**config.mk**
```make
export PLATFORM = sky130hd
export DESIGN_NAME = sfm_lane_dispatcher
export DESIGN_NICKNAME = d
export VERILOG_FILES = /design/src/rtl/sfm_lane_dispatcher.sv
export SDC_FILE = /design/constraint.sdc
export NUM_CORES = 1
export LEC_CHECK = 0
export ABC_AREA = 1
export CAP_MARGIN = 40
export CORE_AREA = 4 4 571 573
export DETAILED_ROUTE_END_ITERATION = 10
export DIE_AREA = 0 0 575 577
export PLACE_DENSITY = 0.3
export SETUP_SLACK_MARGIN = 0.1
export SYNTH_ARGS = -nofsm -noshare
export SYNTH_HDL_FRONTEND = slang
export SYNTH_SLANG_ARGS = --single-unit
export TNS_END_PERCENT = 20
```
**constraint.sdc**
```tcl
create_clock -name clk_i -period 3.7 [get_ports clk_i]
set_input_delay 0.74 -clock clk_i [delete_from_list [all_inputs] [get_ports clk_i]]
set_output_delay 0.74 -clock clk_i [all_outputs]
set_load 0.02 [all_outputs]
```
**src/rtl/sfm_lane_dispatcher.sv**
```systemverilog
// sfm_lane_dispatcher: round-robin fan-out of a stream onto N lanes
// with in-order collection of the lane results back into one stream.
module sfm_lane_dispatcher #(
    parameter int DATA_WIDTH = 288,
    parameter int ELEM_WIDTH = 16,
    parameter int N_LANES    = 2,
    parameter int MAX_OUT    = 4,
    localparam int ADW = DATA_WIDTH - 32,
    localparam int VW  = ADW / ELEM_WIDTH,
    localparam int SW  = DATA_WIDTH / 8
) (
    input  logic                          clk_i,
    input  logic                          rst_ni,
    input  logic                          clear_i,
    input  logic                          enable_i,
    input  logic                          in_valid_i,
    output logic                          in_ready_o,
    input  logic [DATA_WIDTH-1:0]         in_data_i,
    input  logic [SW-1:0]                 in_strb_i,
    output logic [N_LANES-1:0]            lane_valid_o,
    input  logic [N_LANES-1:0]            lane_ready_i,
    output logic [ADW-1:0]                lane_data_o,
    output logic [VW-1:0]                 lane_strb_o,
    input  logic [N_LANES-1:0]            res_valid_i,
    output logic [N_LANES-1:0]            res_ready_o,
    input  logic [N_LANES-1:0][ADW-1:0]   res_data_i,
    input  logic [N_LANES-1:0][VW-1:0]    res_strb_i,
    output logic                          out_valid_o,
    input  logic                          out_ready_i,
    output logic [DATA_WIDTH-1:0]         out_data_o,
    output logic [SW-1:0]                 out_strb_o,
    output logic                          busy_o,
    output logic                          err_o
);

    localparam int E  = ELEM_WIDTH / 8;
    localparam int CW = $clog2(MAX_OUT + 1);
    localparam int PW = (N_LANES > 1) ? $clog2(N_LANES) : 1;
    localparam logic [CW-1:0] MAX_C = CW'(MAX_OUT);

    logic [PW-1:0] dp_q, dp_d;
    logic [PW-1:0] cp_q, cp_d;
    logic [CW-1:0] cnt_q [N_LANES];
    logic [CW-1:0] cnt_d [N_LANES];
    logic          err_q, err_d;

    logic dp_ok, cp_ok;
    logic in_hs, out_hs;
    logic err_set;
    logic unused_bits;

    // Reserved top word and its strobes carry nothing into the lanes.
    assign unused_bits = ^{in_data_i[DATA_WIDTH-1:ADW], in_strb_i[SW-1:VW*E]};

    function automatic logic [PW-1:0] ptr_next(input logic [PW-1:0] p);
        if (p == PW'(N_LANES - 1)) begin
            return '0;
        end
        return p + PW'(1);
    endfunction

    assign dp_ok = enable_i && (cnt_q[dp_q] < MAX_C);
    assign cp_ok = (cnt_q[cp_q] != '0);

    assign in_ready_o  = lane_ready_i[dp_q] && dp_ok;
    assign out_valid_o = res_valid_i[cp_q] && cp_ok;
    assign in_hs       = in_valid_i && in_ready_o;
    assign out_hs      = out_valid_o && out_ready_i;

    assign lane_data_o = in_data_i[ADW-1:0];
    assign out_data_o  = {32'h0, res_data_i[cp_q]};
    assign err_o       = err_q;

    // Only the lane under each pointer sees a handshake.
    always_comb begin
        lane_valid_o       = '0;
        res_ready_o        = '0;
        lane_valid_o[dp_q] = in_valid_i && dp_ok;
        res_ready_o[cp_q]  = out_ready_i && cp_ok;
    end

    // An element is valid only if all its bytes are strobed.
    always_comb begin
        lane_strb_o = '0;
        for (int i = 0; i < VW; i++) begin
            lane_strb_o[i] = &in_strb_i[i*E +: E];
        end
    end

    // Fan element strobes of the collected result back out to bytes.
    always_comb begin
        out_strb_o = '0;
        for (int i = 0; i < VW; i++) begin
            out_strb_o[i*E +: E] = {E{res_strb_i[cp_q][i]}};
        end
    end

    // Occupancy summary and unexpected-result detection.
    always_comb begin
        busy_o  = 1'b0;
        err_set = 1'b0;
        for (int k = 0; k < N_LANES; k++) begin
            if (cnt_q[k] != '0) begin
                busy_o = 1'b1;
            end else if (res_valid_i[k]) begin
                err_set = 1'b1;
            end
        end
    end

    // Next-state for pointers, in-flight counters and error flag.
    always_comb begin
        dp_d  = in_hs ? ptr_next(dp_q) : dp_q;
        cp_d  = out_hs ? ptr_next(cp_q) : cp_q;
        err_d = err_q | err_set;
        for (int k = 0; k < N_LANES; k++) begin
            cnt_d[k] = cnt_q[k];
            if ((in_hs && dp_q == PW'(k)) && !(out_hs && cp_q == PW'(k))) begin
                cnt_d[k] = cnt_q[k] + CW'(1);
            end else if (!(in_hs && dp_q == PW'(k)) && (out_hs && cp_q == PW'(k))) begin
                cnt_d[k] = cnt_q[k] - CW'(1);
            end
        end
    end

    // State registers; clear wins over any same-cycle handshake.
    always_ff @(posedge clk_i or negedge rst_ni) begin
        if (!rst_ni) begin
            dp_q  <= '0;
            cp_q  <= '0;
            err_q <= 1'b0;
            for (int k = 0; k < N_LANES; k++) begin
                cnt_q[k] <= '0;
            end
        end else if (clear_i) begin
            dp_q  <= '0;
            cp_q  <= '0;
            err_q <= 1'b0;
            for (int k = 0; k < N_LANES; k++) begin
                cnt_q[k] <= '0;
            end
        end else begin
            dp_q  <= dp_d;
            cp_q  <= cp_d;
            err_q <= err_d;
            for (int k = 0; k < N_LANES; k++) begin
                cnt_q[k] <= cnt_d[k];
            end
        end
    end

endmodule

```
* Word-level counts from Yosys, hierarchy flattened *
Cells that the tools add are included.

storage, ports and cells
  flip-flop bits (word level) = 9
  input bits = 878
  logic and storage cells = 109

cells by class
  add/subtract/negate cells = 6
  magnitude comparators = 7
  muxes and demuxes = 40
  bitwise logic cells = 7
  reductions and logical operators = 44

operator list
  cell                                                                          number
  256-bit 2-to-1 mux                                                            2
  16-bit 2-to-1 mux                                                             2
  2-bit AND reduction                                                           16
  3-bit 2-to-1 mux                                                              10
  1-bit 2-to-1 mux                                                              23
  1-bit logical AND                                                             17
  3-bit nonzero test                                                            5
  3-bit by 1-bit adder with 3-bit output, second input constant                 2
  6-bit 2-to-1 mux                                                              1
  3-bit by 1-bit subtractor with 3-bit output, second input constant            2
  2-bit bitwise AND                                                             2
  2-bit >= comparator, second input constant                                    2
  1-bit zero test                                                               4
  1-bit by 2-bit less-than comparator with 1-bit output, second input constant  2
  1-bit inverter with 2-bit output                                              2
  2-bit nonzero test                                                            2
  3-bit less-than comparator, second input constant                             1
  1-bit adder, second input constant                                            2
  1-bit demux with 1-bit select                                                 2
  1-bit >= comparator, second input constant                                    2
  1-bit inverter                                                                2
  1-bit OR                                                                      1

* Logic depth before layout (Yosys ltp) *
Gate-level depths: netlist of run 1.

  word-level depth = 14
  depth in mapped cells = 14
  depth with buffers taken out = 14

* Worst setup path before layout of run 1 *
No wires, ideal clock.

  path kind = input to register
  start point = input port out_ready_i
  end point = register cnt_q[2] (netlist name)
  setup time = 0.117 ns
  arrival = 2.138 ns
  path slack = 1.445 ns
  stages = 10
  path buffers = 0
  cell sequence = inv_1 -> nor2_1 -> nand2_1 -> nand2_2 -> inv_2 -> fa_1 -> xnor2_1 -> o21ai_1 -> nand2_1 -> nand2_1

on the way
  cells in the longest elaborated chain, start to end = 6
  elaborated cells on any way between the ends = 8
  those cells by class = 2 x mux; 6 x reduce/logical

ends and longest elaborated chain
  what                            RTL line  text
  start: declaration              29        input logic out_ready_i,
  1-bit logical AND (*)           68        assign out_hs = out_valid_o && out_ready_i;
  1-bit logical AND (*)           118, 120
  1-bit zero test                 118       if ((in_hs && dp_q == PW'(k)) && !(out_hs && cp_q == PW'(k))) begin
  1-bit logical AND               118
  3-bit 2-to-1 mux                118
  6-bit 2-to-1 mux                135       end else if (clear_i) begin
  end signal: indexed assignment  147       cnt_q[k] <= cnt_d[k];
  end: declaration                43        logic [CW-1:0] cnt_q [N_LANES];

Mark *: on every way between the ends. The rest lies on a longest branch, timed or not.
A chain may end at the register's enable or synchronous reset.

* Final worst setup path of run 1 *
  start point = register cp_q
  end point = output port out_data_o[138]

on the way
  cells in the longest elaborated chain, start to end = 2

ends and longest elaborated chain
  what                                                    RTL line  text
  start: declaration                                      42        logic [PW-1:0] cp_q, cp_d;
  start signal: assignment                                144       cp_q <= cp_d;
  256-bit 2-to-1 mux (implied by the code) (2 in series)  71        assign out_data_o = {32'h0, res_data_i[cp_q]};
  end: declaration                                        30        output logic [DATA_WIDTH-1:0] out_data_o,

No other way between the ends. The select of a mux whose other input is x is not followed.

==> impl_summary.md, run 1 <==
GRT
Entering global routing, the biggest net connects 88 pins. The combined global-route utilization of all metal layers is 9.76%. The global routing usage on met3 is a little under 7%. The number of antenna violations at the first check in global routing is between 200 and 250. Global routing consumed, on the met2 layer, 16.6% of the routing resources. The first global-routing pass estimated 194000 um of wire. met2 is the most crowded layer. In the global route stage, met1 resource usage came out at just under 9%. The number of global-route vias before repair came to approximately 11000.

The final global-route overflow total is 0.

Timing
The final critical delay including setup and external delays is 3.38 ns. At the pin with the least slew margin, the transition time is 0.698 ns. Headroom to the max-slew limit came out at roughly 53%.

Setup repair after global routing left no endpoint under its margin. In the final timing run, aggregate negative setup slack is 0 ns. The period utilization is approximately nine tenths. The maximum operating frequency is 0.296 GHz.

The clock arrives with between 0.002 and 0.003 ns of skew. The final count of pins violating max slew is 0. The count of final hold-check violations is 0. The number of failing setup endpoints in the final timing report is 0.

Synthesis
In the synthesized netlist the dominant register cell turns out to be sky130_fd_sc_hd__dfrtp_1. Of the synthesized area, sequential elements account for approximately 3.5%. The synthesized area is between 6000 and 7000 um^2. After technology mapping, the gate count stands at between 1000 and 1500.

The synthesized area per cell is ~5 um^2. The count of distinct cell types in the synthesized netlist is 26. The async set-or-reset flop fraction in the synthesized netlist is between 90% and 100%. Yosys mapped a number of flops with a built-in enable equal to 0. For this run, the number of Yosys warnings is 0.

After synthesis the netlist holds a flip-flop and latch count of 9.

Final layout
Cells with a size suffix above 1 make up roughly 11% of the layout. For this run, the post-layout net count is 2781. Compared with the post-synthesis result, the final layout area differs by 211%.

The post-route core utilization is roughly 6.2%.

Setup path
Tracing the worst setup path back leads to its startpoint at cp_q$_DFFE_PN0P_. The number of buffers and inverters on the critical path is 3. The worst register-to-register path ends at cnt_q[5]$_DFFE_PN0P_.

The required arrival time at the worst endpoint is slightly below 3 ns. The setup check on the worst reg-to-reg path leaves a slack of between 0.6 and 0.7 ns. The startpoint identified for the worst register-to-register timing path is cp_q$_DFFE_PN0P_. By startpoint and endpoint, the worst setup path is classified as register to output port. The nature of the critical path endpoint is an output port. The largest delay contributor family on the critical path is buffers and inverters. The worst setup path is launched from a register. Counting stages on the worst path, the most repeated cell is sky130_fd_sc_hd__nand2_1. Among all stages on the critical path, the largest delay is contributed by sky130_fd_sc_hd__clkdlybuf4s50_1. The biggest fanout along the worst timing path is 43.

For the worst flop-to-flop path, the logic depth is 14. On the worst path, the slowest cell contributes a delay of 0.66 ns. STA puts the critical path data arrival time at about 2.6 ns. The critical path goes through inv_8 > buf_12 > nand2_1 > nand2_1 > clkdlybuf4s50_1.

Placement
The placer congestion estimate is slightly above 0.9. Buffers placed on the I/O ports in this run total between 800 and 900. The wire-length estimate of the detail-placed layout is between 150000 and 200000 um.

Floorplan
The floorplan has 208 rows. The floorplan die height is between 500 and 600 um. The initial standard-cell utilization of the core is under 10%. The region available for standard cell placement spans 321000 um^2.

The die is around 580 um wide. The top-level I/O count is 1482. The die covers approximately 330000 um^2.

Routing
The count of nets left with antenna violations after detail routing is 0. The average vias per placed instance is approximately 1.8. The per-cell routed wire length is roughly 27 um.

The final routed DRC violation total is 0. The number of optimization iterations in the first detailed-route pass is 5. Across all layers, the routed design uses roughly 11000 vias. The detailed router finished its first iteration with approximately 480 violations. After detailed routing, the total wire length is 171000 um.

Clock network
The CTS clock-pin slew for the worst setup and hold paths is 0.04 ns. The count of hold-fix buffers inserted at cts is 0. The deepest level of the CTS H-tree is 1. The clock insertion delay at the later pin of the skew report is between 0.2 and 0.25 ns.

The post-CTS setup repair buffer count is 0. The total number of clock tree sinks is 9. The deepest clock path buffer count is 2. The number of clock buffers inserted by TritonCTS is 3. The clock tree root driver cell is sky130_fd_sc_hd__clkbuf_16. The post-CTS resize count is 0. The clock tree from TritonCTS is yes.

Status
The flow ran to the end, and the final reports show no timing, DRC or antenna violations.

Power
The worst ir drop on vdd is ~130 uV. The static power due to leakage is 7.39 nW. Dividing total power by cell area gives a power density of 339 nW/um^2.

Run
The number of max-cap violations is 0.

Worst hold path
The hold path depth is 2. The worst min-delay path class is register to register. The capture endpoint of the worst hold path is cnt_q[4]$_DFFE_PN0P_. In this run the most critical hold path is launched from cnt_q[4]$_DFFE_PN0P_.
-- sequential cells by signal, summed over array words and instances, names as in the netlist --
register / flops
cnt_q: 6
cp_q: 1
dp_q: 1
err_o: 1
-- worst max path at each step --
stage	to	slack, ns	cells past startpoint
finish	out_data_o[138]	0.32	5
detailed placement	out_data_o[99]	0.43	5
global route	out_data_o[99]	0.16	5
floorplan	cnt_q[2]$_DFFE_PN0P_	1.45	10
CTS	out_data_o[99]	0.17	5
global placement	cnt_q[5]$_DFFE_PN0P_	0.40	14
-- synth_stat cells (3+ instances only) --
master                     number  area share [%]
sky130_fd_sc_hd__inv_2          3            0.18
sky130_fd_sc_hd__o21ai_1        5            0.39
sky130_fd_sc_hd__buf_1          9            0.53
sky130_fd_sc_hd__buf_4        309              36
sky130_fd_sc_hd__clkbuf_1      50             2.9
sky130_fd_sc_hd__nand4_1        5            0.49
sky130_fd_sc_hd__nor2_1        10            0.58
sky130_fd_sc_hd__nand2_2        3            0.29
sky130_fd_sc_hd__nor2_2         3            0.29
sky130_fd_sc_hd__dfrtp_1        9             3.5
sky130_fd_sc_hd__nand3_1        5            0.39
sky130_fd_sc_hd__inv_1         32             1.9
sky130_fd_sc_hd__nand2_1      853              50
-- metrics by stage --
| step | setup slack (ns) | hold WS [ns] | instance area, um^2 | instances | power (mW) |
|---|---|---|---|---|---|
| 2_1_floorplan | 1.45 | 0.444 | 6550 | 1349 | 2.58 |
| 3_3_place_gp | 0.403 | 0.562 | 19800 | 6201 | 6.96 |
| 3_5_place_dp | 0.434 | 0.561 | 19800 | 6201 | 6.96 |
| 4_1_cts | 0.173 | 0.572 | 19900 | 6205 | 7.18 |
| 5_1_grt | 0.157 | 0.609 | 19900 | 6221 | 7.30 |
| 6_report | 0.324 | 0.568 | 20000 | 6237 | 6.77 |
-- worst reg2reg max path, stage by stage, from the launching register on --
cell	delay [ns]
sky130_fd_sc_hd__dfrtp_4	0.61
sky130_fd_sc_hd__inv_8	0.43
sky130_fd_sc_hd__buf_4	0.37
sky130_fd_sc_hd__nand2_1	0.14
sky130_fd_sc_hd__nand2_1	0.09
sky130_fd_sc_hd__nand4_1	0.17
sky130_fd_sc_hd__nand2_2	0.19
sky130_fd_sc_hd__inv_1	0.07
sky130_fd_sc_hd__fa_1	0.37
sky130_fd_sc_hd__xnor2_1	0.19
sky130_fd_sc_hd__inv_1	0.06
sky130_fd_sc_hd__nand2_1	0.06
sky130_fd_sc_hd__nand2_1	0.04
sky130_fd_sc_hd__nand3_1	0.07
sky130_fd_sc_hd__nand2_1	0.06
-- where the power goes --
group	internal (mW)	switching, mW	leakage, nW
registers	0.123	0.0384	0.116
clock network	0.144	0.0474	0.0384
logic	2.66	3.76	7.23
total	2.92	3.85	7.39
-- cells in the final DEF, fill, tap and decap left out, drive strengths merged --
cell / count
nand2: 857
clkdlybuf4s50: 718
buf: 199
conb: 36
inv: 35
diode: 32
nor2: 13
dfrtp: 9
nand3: 8
o21ai: 7
nand4: 5
clkbuf: 4
xnor2: 2
fa: 2
a21boi: 1
and2: 1
o22ai: 1
a211oi: 1
a21oi: 1
-- final cells by class --
class                   count  area [um^2]
diodes                     32         80.1
inverters                  35          139
flip-flops and latches      9          229
repair buffers            917        10400
clock buffers               4         78.8
well taps                4305         5390
multi-input cells         935         3640
fillers                 38100       301000
-- routing by layer --
metal | vias to the layer above | part of all wire, %
met5 | - | 0.66
met4 | 164 | 7.4
met3 | 656 | 15
met2 | 1111 | 46
met1 | 4780 | 31
li1 | 4752 | -
-- cell families (layout without fill, tap and decap cells) --
logic type	after synthesis	in the layout	synth area share, %
simple gates	884	884	52.8
buf+inv	405	956	41.8
compound gates	11	11	0.955
flops	9	9	3.51
fa+ha+maj	2	2	0.624
xor+xnor	2	2	0.273
other cells	1	68	0.0584
(Power assumes the default switching activity.)
==> run 2: changes to the inputs <==
--- a/config.mk
+++ b/config.mk
@@ -11,6 +11,7 @@
 export DETAILED_ROUTE_END_ITERATION = 10
 export DIE_AREA = 0 0 575 577
 export PLACE_DENSITY = 0.3
+export REMOVE_ABC_BUFFERS = 1
 export SETUP_SLACK_MARGIN = 0.1
 export SYNTH_ARGS = -nofsm -noshare
 export SYNTH_HDL_FRONTEND = slang
==> run 2 against run 1 <==
  * Die area unchanged
  * Final area up 2.1%
  * Register-to-register slack better by 0.45 ns
  * Clock-buffer cell count unchanged
  * First-iteration DRC count up 60%
  * Largest power group unchanged
  * Combinational power up 14%
  * Critical path depth unchanged
  * Clock power about the same
  * Core utilization up 0.13 points
  * Cell count up 0.64%
  * Routed wire length up 48%
==> impl_summary.md, run 2 (same netlist as run 1, synthesis figures left out) <==
Status
The flow ran to the end, and the final reports show no timing, DRC or antenna violations.

Setup path
The required arrival time at the worst endpoint is 2.96 ns. The nature of the critical path endpoint is an output port. Along the worst path, the maximum fanout reaches between 40 and 50. The launching element type of the critical path is a register.

The worst path arrival time is 2.65 ns. The worst setup path category is register to output port. For the worst flop-to-flop path, the logic depth is 13.

Final layout
Leaving out fill and tap cells, the most frequent cell in the layout is sky130_fd_sc_hd__nand2_1. The largest register by flop count is cnt_q. The share of post-route cells with drive strength above 1 is between 10% and 20%. The register with the most flip-flops in the layout has 6 of them.

The top cell types in the final layout, fill and taps aside, are 853 x sky130_fd_sc_hd__nand2_1, 705 x sky130_fd_sc_hd__clkdlybuf4s50_1, 165 x sky130_fd_sc_hd__buf_12, 56 x sky130_fd_sc_hd__buf_4, 36 x sky130_fd_sc_hd__conb_1. The final layout contains approximately 2800 nets. The layout overhead on the synthesized area is 218%. After routing the design area is between 20000 and 25000 um^2. The filler cell count is roughly 38000. The sequential cell area is between 200 and 250 um^2.

In the final layout, the multi-input gates occupy 3640 um^2.

Timing
Setup slack on the critical path of the routed design comes to slightly above 0.3 ns. Measured against its own limit, the worst slew margin works out to 59.9%. The period utilization is between 90% and 100%. Setup repair after global routing left no endpoint under its margin.

The final count of pins violating max slew came to 0. The number of failing setup endpoints in the final timing report is 0. For the pin with the worst max-slew slack, the measured transition is around 0.60 ns. On the final layout, the worst clock skew is about 0.0039 ns. The maximum operating frequency is about 0.3 GHz.

The count of final hold-check violations is 0. The final critical delay including setup and external delays is 3.39 ns.

Placement
Prior to clock tree synthesis, the placed netlist has a worst setup slack of around 0.44 ns. Input and output buffers added on the ports amount to approximately 900. The placer congestion estimate is approximately 0.96. The placed instance area is 20200 um^2. The estimated wirelength of the detail-placed design is between 200000 and 250000 um.

GRT
The pin count of the biggest net entering global routing is 109. The wire length of the first global-routing pass is 281000 um. The routing layer with the top usage in global route is met2. Global routing consumed, over all layers together, between 10 and 15% of the routing resources. The number of antenna violations at the first check in global routing is approximately 160. The global routing usage on met3 is a little over an eighth. The met1 routing resource usage after global routing is 16.6%. The final global-route overflow total is 0. The met2 usage is 20.4%. The number of global-route vias before repair is 11600.

Power
For this design the ratio of total power to cell area is between 300 and 400 nW/um^2. The static power due to leakage is approximately 7.6 nW. The post-layout total power is 7.65 mW.

The worst ir drop on vdd is around 150 uV.

Clock network
After clock tree synthesis, the clock-pin slew on the worst setup and hold paths is about 0.04 ns. The clock tree root driver cell is sky130_fd_sc_hd__clkbuf_16. The clock insertion delay at the later pin of the skew report is 0.24 ns. The clock tree from TritonCTS is yes. In this run, post-CTS repair resized a total of 0 instances. Clock tree synthesis found a total of 9 sinks. The clock passes through at most 2 buffers. Once the clock tree was built, the setup fixing pass inserted 0 buffers. In this run the number of H-tree levels came out at 1.

Buffers inserted to repair hold after CTS numbered 0. The number of clock buffers inserted by TritonCTS is 3.

Routing
The detail route stage leaves a number of antenna-violating nets equal to 0. The first routing iteration left ~760 violations. The routed via count is 11800.

Dividing the detail-routed via count by the number of cells gives between 1.5 and 2. For this run, design rule violations remaining after detail routing come to 0. The first TritonRoute pass finished after 5 iterations. The total wire length is between 200000 and 300000 um. After detailed routing, the average wire length per cell comes to between 40 and 50 um.

Floorplan
Measured along the y axis, the die boundary spans about 580 um. The initial standard-cell utilization of the core is between 2 and 2.5%. After floorplanning, the core was sized to cover roughly 320000 um^2. The die covers ~330000 um^2. Row generation in the floorplan step produced approximately 210 rows. The floorplan step set the die width to about 580 um. For this design the top-level I/O count stands at between 1000 and 1500.

Run
The number of max-cap violations is 0.

Worst hold path
The hold path depth is 2. The worst min-delay path class is register to register.
[run 2: cell types whose count changed in the layout (fill, tap and decap cells not counted)]
cell                              before  now
sky130_fd_sc_hd__buf_12              140  165
sky130_fd_sc_hd__clkdlybuf4s50_1     718  705
sky130_fd_sc_hd__diode_2              32   63
sky130_fd_sc_hd__buf_4                59   56
[run 2: final cells by class]
| cell class | count | share of cell area, % |
|---|---|---|
| timing repair buffer | 926 | 52.8 |
| sequential | 9 | 1.12 |
| multi-input combinational | 935 | 17.8 |
| inverter | 35 | 0.680 |
| clock buffer | 4 | 0.386 |
| antenna | 63 | 0.772 |
| tap | 4305 | 26.4 |
[run 2: through the flow]
step           hold slack, ns   TNS, ns  cells  util (%)
5_1_grt                 0.601         0   6228      6.33
2_1_floorplan           0.444  -1768.48    979         -
4_1_cts                 0.536         0   6214      6.32
3_3_place_gp            0.506         0   6210      6.29
6_report                0.528         0   6277      6.37
3_5_place_dp            0.527         0   6210      6.29
[run 2: critical path, stage by stage, from the launching register on]
cell	delay, ns
sky130_fd_sc_hd__dfrtp_4	0.49
sky130_fd_sc_hd__buf_12	0.24
sky130_fd_sc_hd__buf_4	0.47
sky130_fd_sc_hd__nand2_1	0.10
sky130_fd_sc_hd__nand2_1	0.29
sky130_fd_sc_hd__clkdlybuf4s50_1	0.70
[run 2: per-layer routing]
| layer | wire [um] | vias up |
|---|---|---|
| met5 | 2580 | - |
| li1 | - | 4805 |
| met3 | 49400 | 308 |
| met4 | 4660 | 108 |
| met1 | 99900 | 4989 |
| met2 | 97100 | 1618 |
[run 2: final timing paths]
check | from | end | slack, ns
max | cp_q$_DFFE_PN0P_ | out_data_o[167] | 0.31
min | err_o$_DFF_PN0_ | err_o$_DFF_PN0_ | 0.53
max reg2reg | cp_q$_DFFE_PN0P_ | cnt_q[5]$_DFFE_PN0P_ | 1.10
min reg2reg | err_o$_DFF_PN0_ | err_o$_DFF_PN0_ | 0.53
max in group asynchronous | rst_ni | cp_q$_DFFE_PN0P_ | 2.49
min in group asynchronous | rst_ni | dp_q$_DFFE_PN0P_ | 0.84
[run 2: report_power, final]
group | internal, mW | total, mW | switching, mW
combinational | 2.82 | 7.31 | 4.49
clock | 0.144 | 0.193 | 0.0485
sequential | 0.123 | 0.147 | 0.0239
==> run 3: changes to the inputs <==
--- a/config.mk
+++ b/config.mk
@@ -7,9 +7,10 @@
 export LEC_CHECK = 0
 export ABC_AREA = 1
 export CAP_MARGIN = 40
-export CORE_AREA = 4 4 571 573
+export CORE_AREA = 4 4 583 585
 export DETAILED_ROUTE_END_ITERATION = 10
-export DIE_AREA = 0 0 575 577
+export DIE_AREA = 0 0 587 589
+export DONT_BUFFER_PORTS = 1
 export PLACE_DENSITY = 0.3
 export REMOVE_ABC_BUFFERS = 1
 export SETUP_SLACK_MARGIN = 0.1
==> run 3 against run 2 <==
  * Clock-buffer cell count did not move
  * Clock power rose by 3%
  * Sequential share of layout area rose by 0.66 points
  * Maximum frequency rose by 14%
  * Die area rose by 4.2%
  * Cell count fell by 9.9%
  * Routed wire length rose by 5.5%
  * Critical path type unchanged
  * Critical endpoint is now out_data_o[22]
  * Largest power group unchanged
==> impl_summary.md, run 3 (same netlist as run 1, synthesis figures left out) <==
Power
Combinational logic is responsible for around 94% of the overall power. The worst-case IR drop observed on VDD is between 200 and 300 uV. The switching power total is 4.22 mW. Sequential cells account for under 10% of the total power.

The internal portion of the total power is between 1.5 and 2 mW. The power density normalized to cell area is 474 nW/um^2. Net switching is between 60 and 70% of the power.

The post-layout total power is roughly 6.1 mW. The part of the total power dissipated in the clock network is under 10%. For this design the static power due to leakage is ~4.4 nW.

Clock network
In this run the clock root is driven by a sky130_fd_sc_hd__clkbuf_16. The number of clock buffers inserted by TritonCTS is 3. Counting every sink on the clock net gives 9. The deepest level of the CTS H-tree is 1. The CTS clock-pin slew for the worst setup and hold paths is roughly 0.040 ns. The deepest clock path buffer count is 2. TritonCTS built the clock tree. The post-CTS resize count is 0. The count of hold-fix buffers inserted at cts is 0.

Clock latency on the worst-skew pair, taken at its later pin, is 0.24 ns. Buffers added to address setup during post-CTS repair amount to 0.

Timing
For the pin with the worst max-slew slack, the measured transition is around 0.95 ns. The worst clock skew on the final layout is 0.00268 ns. For this run, the top clock speed supported by timing is around 0.34 GHz. Setup repair after global routing left no endpoint under its margin.

The final critical delay including setup and external delays is just under 3 ns. The max-slew headroom at the worst pin is a little over a third. Setup violations remaining at the end of the flow were counted as 0. The final count of pins violating max slew is 0. The count of final hold-check violations was 0. The period utilization is between 80 and 90%.

Setup path
The endpoint identified for the worst register-to-register timing path is cnt_q[5]$_DFFE_PN0P_. Walking the worst path, the cells encountered are buf_12 > nand2_1 > nand2_1 > buf_12. The launching element type of the critical path is a register. On the critical path the largest part of the delay comes from buffers and inverters.

The startpoint of the worst-slack reg-to-reg timing path is cp_q$_DFFE_PN0P_. The critical path in this run is classified as register to output port. The required arrival time at the worst endpoint is between 2 and 3 ns. STA classifies the critical path endpoint as an output port.

The worst path arrival time is 2.22 ns. Along the worst path, the maximum fanout reaches 143. The most critical setup path has its endpoint at out_data_o[22]. The number of buffer and inverter instances along the worst setup path is 2. The most critical setup path has its startpoint at cp_q$_DFFE_PN0P_. The slowest stage of the critical path is the sky130_fd_sc_hd__dfrtp_4 cell. The largest single stage delay on the critical path is between 0.5 and 0.6 ns.

The cell depth of the worst setup path is 4. The number of cells on the worst reg-to-reg path is 13. The register-to-register setup slack is 0.96 ns.

Placement
The estimated wirelength of the detail-placed design is approximately 240000 um. The placer congestion estimate is about 1. Summing all placed instances gives a cell area of 12500 um^2.

Input and output buffers added on the ports amount to 0.

Final layout
From synthesis to final layout, the design area changed by 101%. The final cell area excluding filler cells is 12900 um^2. The largest register by flop count is cnt_q. The flip-flop count of the largest register, all copies and words added is 6. The post-route core utilization is about 3.8%.

Leaving out fill and tap cells, the most frequent cell in the layout is sky130_fd_sc_hd__nand2_1. Cells with a size suffix above 1 make up ~16% of the layout. In the final design database the tool counted roughly 2000 nets. The library cells used most frequently in the layout, excluding fill and tap cells, are 853 x sky130_fd_sc_hd__nand2_1, 142 x sky130_fd_sc_hd__buf_12, 36 x sky130_fd_sc_hd__conb_1, 32 x sky130_fd_sc_hd__inv_1, 16 x sky130_fd_sc_hd__buf_4.

GRT
The pin count of the biggest net entering global routing is 144. After global routing the overflow that remains totals 0. Across every metal layer, demand over resource in global routing totals between 10% and 20%. The number of antenna violations at the first check in global routing came to approximately 220. The number of global-route vias before repair was 8293. The wire length of the first global-routing pass is 289000 um.

Routing
After detailed routing, the number of remaining DRC violations is 0. Dividing the detail-routed wire length by the instance count gives 47.3 um. The pre-antenna-repair detailed-routing pass consisted of 7 iterations. After the first detailed-routing iteration, the DRC count stood at 881.

The count of nets left with antenna violations after detail routing is 0. Using the TritonRoute via totals, the vias-per-cell ratio works out to between 1.5 and 2. The total wire length is 268000 um. For this block, the via count after detailed routing is about 9600.

Floorplan
between 1000 and 1500 I/O pins were placed. The floorplan step defined a die boundary enclosing approximately 350000 um^2. The floorplan step defined a core boundary enclosing 335000 um^2. The initial utilization of the core area, before any placement, comes to 1.91%. The chip width is ~590 um. The number of standard-cell rows in the floorplan is 213. The floorplan die height is a little under 600 um.

Status
The flow ran to the end, and the final reports show no timing, DRC or antenna violations.

Run
The tool flagged a number of max-cap violations equal to 0.

Worst hold path
The min-delay analysis places its worst path in the category input pin to async pin.
==> run 3: power groups by stage <==
stage / combinational (mW) / clock [mW] / sequential (mW)
floorplan: 1.95 / 0 / 0.254
global placement: 6.13 / 0 / 0.180
detailed placement: 6.17 / 0 / 0.160
CTS: 6.18 / 0.201 / 0.160
global route: 6.16 / 0.207 / 0.163
finish: 5.74 / 0.199 / 0.159
==> run 3: worst min-delay path by stage <==
stage / start / end / cells after the start
final: rst_ni / cnt_q[5]$_DFFE_PN0P_ / 0
after global routing: rst_ni / dp_q$_DFFE_PN0P_ / 0
after CTS: rst_ni / dp_q$_DFFE_PN0P_ / 0
after detailed placement: rst_ni / dp_q$_DFFE_PN0P_ / 0
after global placement: rst_ni / dp_q$_DFFE_PN0P_ / 0
after floorplan: rst_ni / cnt_q[0]$_DFFE_PN0P_ / 0
==> run 3: stage by stage <==
step	setup TNS [ns]	std cells	worst slack [ns]	hold WS [ns]
2_1_floorplan	-1768.48	979	-6.34	0.444
3_3_place_gp	0	5544	0.877	0.446
3_5_place_dp	0	5546	0.905	0.446
4_1_cts	0	5550	0.646	0.193
5_1_grt	0	5595	0.576	0.186
6_report	0	5657	0.737	0.195
==> run 3: worst reg2reg max path: cells and delay by family, from the launching register on <==
| family | cells | cell delay, ns |
|---|---|---|
| DFF | 1 | 0.56 |
| xor gates and xnor gates | 1 | 0.20 |
| buffers and inverters | 3 | 0.57 |
| and+or+nand+nor | 8 | 0.93 |
| adders and majority gates | 1 | 0.38 |
==> run 3: final cells by class <==
class / count / area (um^2)
diodes: 107 / 268
clock buffers: 4 / 78.8
repair buffers: 160 / 3000
inverters: 35 / 139
well taps: 4407 / 5510
multi-input cells: 935 / 3640
flip-flops and latches: 9 / 229
fillers: 40000 / 322000
==> run 3: metal layers <==
| metal | GRT usage, % | wire length (um) | vias to the layer above | share of wire, % |
|---|---|---|---|---|
| met2 | 18.3 | 93500 | 1717 | 35 |
| met5 | 4.68 | 3150 | - | 1.2 |
| met1 | 16.7 | 106000 | 3977 | 39 |
| met4 | 4.46 | 9150 | 154 | 3.4 |
| met3 | 15.1 | 56200 | 414 | 21 |
| li1 | - | - | 3337 | - |
